`src/rtl/mult_nxn.sv`:
```
// Sequential digit-serial NxN multiplier: one DIGIT x DIGIT partial product per cycle,
// with sign handled by magnitude multiply followed by a conditional negate.
module mult_nxn #(
    parameter int unsigned WIDTH = 8,
    parameter int unsigned DIGIT = 4
) (
    input  logic               clk,
    input  logic               aclr_n,
    input  logic               start,
    input  logic               signed_mode,
    input  logic [WIDTH-1:0]   dataa,
    input  logic [WIDTH-1:0]   datab,
    output logic [2*WIDTH-1:0] product_out,
    output logic               done,
    output logic               busy,
    output logic [2:0]         state_out
);

    localparam int unsigned K  = WIDTH / DIGIT;
    localparam int unsigned CW = (K > 1) ? $clog2(K) : 1;

    typedef enum logic [2:0] {
        StIdle = 3'd0,
        StCalc = 3'd1,
        StFix  = 3'd2,
        StDone = 3'd3
    } state_e;

    state_e             state_q, state_d;
    logic [WIDTH-1:0]   a_q, b_q;
    logic               neg_q;
    logic [2*WIDTH-1:0] acc_q;
    logic [2*WIDTH-1:0] product_q;
    logic [CW-1:0]      i_q, j_q;
    logic               done_q, busy_q;

    logic               accept;
    logic               last;
    logic [WIDTH-1:0]   mag_a, mag_b;
    logic [DIGIT-1:0]   a_dig, b_dig;
    logic [2*DIGIT-1:0] pp;
    logic [31:0]        shamt;
    logic [2*WIDTH-1:0] pp_shifted;

    // Operands are stored as magnitudes; the sign is reapplied in FIX.
    always_comb begin
        mag_a = dataa;
        mag_b = datab;
        if (signed_mode && dataa[WIDTH-1]) begin
            mag_a = ~dataa + WIDTH'(1);
        end
        if (signed_mode && datab[WIDTH-1]) begin
            mag_b = ~datab + WIDTH'(1);
        end
    end

    always_comb begin
        a_dig      = a_q[i_q*DIGIT +: DIGIT];
        b_dig      = b_q[j_q*DIGIT +: DIGIT];
        pp         = (2*DIGIT)'(a_dig) * (2*DIGIT)'(b_dig);
        shamt      = DIGIT * (32'(i_q) + 32'(j_q));
        pp_shifted = (2*WIDTH)'(pp) << shamt;
    end

    always_comb begin
        accept  = start && ((state_q == StIdle) || (state_q == StDone));
        last    = (i_q == CW'(K - 1)) && (j_q == CW'(K - 1));
        state_d = state_q;
        unique case (state_q)
            StIdle:  if (accept) state_d = StCalc;
            StCalc:  if (last) state_d = StFix;
            StFix:   state_d = StDone;
            StDone:  state_d = accept ? StCalc : StIdle;
            default: state_d = StIdle;
        endcase
    end

    always_ff @(posedge clk or negedge aclr_n) begin
        if (!aclr_n) begin
            state_q   <= StIdle;
            a_q       <= '0;
            b_q       <= '0;
            neg_q     <= 1'b0;
            acc_q     <= '0;
            product_q <= '0;
            i_q       <= '0;
            j_q       <= '0;
            done_q    <= 1'b0;
            busy_q    <= 1'b0;
        end else begin
            state_q <= state_d;
            busy_q  <= (state_d == StCalc) || (state_d == StFix);
            done_q  <= (state_d == StDone);
            if (accept) begin
                a_q   <= mag_a;
                b_q   <= mag_b;
                neg_q <= signed_mode & (dataa[WIDTH-1] ^ datab[WIDTH-1]);
                acc_q <= '0;
                i_q   <= '0;
                j_q   <= '0;
            end else if (state_q == StCalc) begin
                acc_q <= acc_q + pp_shifted;
                // j is the inner index; it wraps as i advances.
                if (j_q == CW'(K - 1)) begin
                    j_q <= '0;
                    i_q <= i_q + CW'(1);
                end else begin
                    j_q <= j_q + CW'(1);
                end
            end else if (state_q == StFix) begin
                product_q <= neg_q ? (~acc_q + (2*WIDTH)'(1)) : acc_q;
            end
        end
    end

    assign product_out = product_q;
    assign done        = done_q;
    assign busy        = busy_q;
    assign state_out   = state_q;

endmodule

```
`config.mk`:
```
export PLATFORM = sky130hd
export DESIGN_NAME = mult_nxn
export DESIGN_NICKNAME = d
export VERILOG_FILES = /design/src/rtl/mult_nxn.sv
export SDC_FILE = /design/constraint.sdc
export NUM_CORES = 1
export LEC_CHECK = 0
export ABC_AREA = 1
export BUFFER_PORTS_ARGS = -buffer_cell sky130_fd_sc_hd__buf_2
export CAP_MARGIN = 20
export CORE_MARGIN = 10
export CORE_UTILIZATION = 54
export CTS_CLUSTER_SIZE = 40
export DETAILED_ROUTE_END_ITERATION = 8
export GPL_ROUTABILITY_DRIVEN = 0
export PLACE_DENSITY_LB_ADDON = 0.1
export SYNTH_ARGS = -nofsm -noshare
export SYNTH_HDL_FRONTEND = slang
export SYNTH_SLANG_ARGS = --single-unit
```
`constraint.sdc`:
```
create_clock -name clk -period 4.2 [get_ports clk]
set_clock_uncertainty 0.05 [all_clocks]
set_input_delay 0.42 -clock clk [delete_from_list [all_inputs] [get_ports clk]]
set_output_delay 0.42 -clock clk [all_outputs]
set_load 0.03 [all_outputs]
```
==> Implementation_results.wiki <==
{| class="wikitable"
! Metric !! Value
|-
| Result of the run || finished, violations left
|-
| Failing checks || negative setup slack
|-
| Startpoint of the most critical register-to-register path || i_q$_DFFE_PN0P_
|-
| Critical Path End Type || flip-flop
|-
| Number of top-level design ports || 41
|-
| Final Max Slew Viols || 0
|-
| DRC viols || 0
|-
| Die width || 107 um
|-
| Fmax || 225 MHz
|-
| First-pass iteration count of the detailed router || 4
|-
| Clock transition time at the flip-flop clock pins of the worst setup and hold paths || 0.11 ns
|-
| Total negative slack || -1.64 ns
|-
| Signed area change from the synthesized netlist to the final layout || 20.2%
|-
| Number of cell instances on the worst register-to-register path || 19
|-
| Number of antenna violations at the first check in global routing || 0
|-
| Via count of the first global-routing pass || 3817
|-
| Summed instance area of the synthesized netlist || 4070 um2
|-
| Critical path type || flip-flop to flip-flop
|-
| Final hold violation count || 0
|-
| Count of inserted antenna diode cells || 0
|-
| Nets in the synthesized netlist || 595
|-
| Die Height || 107 um
|-
| Number of violations of the max-capacitance limit || 0
|-
| Wire length of the first global-routing pass || 17300 um
|-
| Start point of the critical path || i_q$_DFFE_PN0P_
|-
| CP cell instances || mux2i_2, or2_4, fa_1, inv_2, fa_1, inv_2, fa_2, o21ai_2, xor2_1, mux2i_1, nor2_1, ha_1, a21o_1, inv_2, buf_6, o211ai_1, a21oi_1, o21ai_1, nand2_1
|-
| Min Clock Period, post-route || 4.45 ns
|-
| Port Buffer Count || 40
|-
| Final Net Count || 671
|-
| Clock tree from TritonCTS || built
|-
| Number of core rows || 31
|-
| WP data arrival || 4.61 ns
|-
| Cell with the largest stage delay on the worst path || fa_1
|-
| Startpoint Class || flip-flop
|-
| Final Power || 0.00352 W
|-
| Fraction of final layout cells with drive strength greater than 1 || 0.226
|-
| Remaining antenna violation count || 0
|-
| Instance count of the mapped netlist || 539
|-
| Final setup vio count || 10
|-
| Final Cycle Share || 1.06
|-
| Final Instance Count excl. Fillers || 715
|-
| Register-to-register path setup slack || -0.25 ns
|-
| Req. time, crit path || 4.36 ns
|-
| Pre-CTS setup slack || -0.206 ns
|-
| Buffer cell driving the clock tree root || clkbuf_8
|-
| Initial cell density of the core || 0.559
|-
| Count of yosys warnings during synthesis || 0
|-
| Leakage || 2.54 nW
|-
| Most used cell, CP || inv_2
|-
| Vias after detailed routing || 3763
|-
| Max incr delay on CP || 0.58 ns
|-
| CTS Buf Count || 5
|-
| Average size of a mapped cell || 7.56 um2
|-
| Clock net sink count || 56
|-
| Deepest clock path buffer count || 2
|-
| Level count of the clock H-tree || 2
|-
| Transition time at the pin with the least slew margin || 0.806 ns
|-
| Hold/Removal Path Class || input port to async pin
|-
| Number of DRC markers after the initial detailed-route iteration || 212
|-
| PD cells || 720 nW/um2
|-
| Normalized max-slew margin || 0.462
|-
| Unrepaired setup endpoints after global routing || true
|-
| Post-synthesis async set-or-reset flop share || 1.00
|-
| Global route total overflow || 0
|-
| Total placed cells including tap cells || 701
|-
| Worst-skew pair later-pin latency || 0.31 ns
|-
| GRT Overall Usage || 0.181
|-
| Die area || 11400 um2
|-
| Max IR drop VDD || 0.284 mV
|-
| Final worst setup slack || -0.249 ns
|-
| Number of enable flip-flop cells after synthesis || 0
|-
| FF+latch count, synth || 56
|-
| Final HPWL from detailed placement || 8130 um
|-
| Final-layout worst hold slack || 0.134 ns
|-
| R2R Path End || acc_q[9]$_DFFE_PN0P_
|-
| Number of distinct library cell variants in the gate-level netlist after synthesis || 40
|-
| Via count normalized by instance count || 5.26
|-
| Biggest fanout along the worst timing path || 5
|-
| Wire length per cell after detailed routing || 14.2 um
|-
| Prevailing post-synth register cell || dfrtp_1
|-
| Maximum number of pins on one net before global-route repair || 35
|-
| Standard cell core area || 7290 um2
|-
| Sequential cell area fraction in the yosys report || 0.344
|-
| Final wirelength || 10100 um
|}
-- layer usage --
metal	track usage	vias to the layer above	routed length [um]
li1	-	1915	-
met4	0.0464	0	149
met3	0.0281	12	417
met1	0.203	1751	4270
met2	0.345	85	5310
met5	0	-	0
-- logic make-up after synthesis --
group	Yosys count	synth area share
and+or+nand+nor	218	0.229
AOI/OAI and AO/OA	117	0.159
buffers and inverters	77	0.0725
DFF	56	0.344
adders and majority gates	36	0.120
xor gates and xnor gates	26	0.0559
muxes	8	0.0197
other	1	0.000921
-- critical path: cells and delay by family (launching register included) --
family | cells | cell delay (ns)
mux | 2 | 0.44
fa+ha+maj | 4 | 1.85
xor+xnor | 1 | 0.10
compound gates | 5 | 0.79
buf+inv | 4 | 0.25
flops | 1 | 0.47
simple gates | 3 | 0.41
-- synthesized netlist by cell type (all sizes together), types with 4 or more instances --
cell / count / area share
nand2: 120 / 0.11
o21ai: 70 / 0.087
inv: 64 / 0.059
nor2: 57 / 0.059
dfrtp: 56 / 0.34
ha: 31 / 0.095
a21oi: 27 / 0.033
nand3: 22 / 0.029
xor2: 17 / 0.037
xnor2: 9 / 0.019
mux2i: 8 / 0.020
nor3: 8 / 0.011
clkbuf: 7 / 0.0065
nand4: 6 / 0.0092
a31oi: 5 / 0.0077
buf: 5 / 0.0061
fa: 5 / 0.025
o21bai: 4 / 0.0074
or2: 4 / 0.0061
-- worst max-delay path by stage --
stage | to | depth (start not counted)
finish | acc_q[9]$_DFFE_PN0P_ | 19
global route | acc_q[9]$_DFFE_PN0P_ | 19
CTS | acc_q[15]$_DFFE_PN0P_ | 23
detailed placement | acc_q[13]$_DFFE_PN0P_ | 21
global placement | acc_q[13]$_DFFE_PN0P_ | 22
floorplan | acc_q[13]$_DFFE_PN0P_ | 22
-- power breakdown --
| part | internal, W | switching [W] |
|---|---|---|
| clock network | 0.000119 | 0.000184 |
| logic | 0.00104 | 0.00134 |
| registers | 0.000688 | 0.000145 |
-- layout make-up --
cell class / instances / area (um2)
Multi-Input combinational cell: 406 / 2520
Clock inverter: 2 / 16.3
Fill cell: 667 / 2400
Inverter: 65 / 244
Clock buffer: 6 / 72.6
Tap cell: 99 / 124
Timing Repair Buffer: 81 / 515
Sequential cell: 56 / 1400
-- placed cells by master (no fill, tap or decap), types with 9 or more instances in the layout --
cell type  Yosys  layout
nand2_1      118     113
inv_1         62      58
dfrtp_1       56      54
o21ai_0       65      52
nor2_1        52      51
buf_2          5      40
buf_4          0      39
ha_1          31      28
a21oi_1       27      20
nand3_1       20      19
xor2_1        17      17
o21ai_1        4      14
xnor2_1        9       9
-- flip-flops by register name (all words and copies together), names as in the netlist --
| signal | count |
|---|---|
| b_q | 8 |
| acc_q | 16 |
| busy | 1 |
| i_q | 1 |
| a_q | 8 |
| state_out | 3 |
| product_out | 16 |
| neg_q | 1 |
| done | 1 |
| j_q | 1 |
-- per-stage QoR --
step / util / instance area (um2)
after floorplan: - / 4100
after global placement: 0.635 / 4630
after detailed placement: 0.635 / 4630
after CTS: 0.655 / 4780
after global routing: 0.671 / 4890
final: 0.671 / 4890
-- timing repair --
action / CTS / global route
gates resized for setup: 23 / 23
endpoints found under the setup margin: 11 / 11
pin swaps: 18 / 16
setup buffers: 3 / 3
hold buffers: 0 / 0
cloned: 0 / 0
Note: power is estimated with default switching activity, not from simulation.
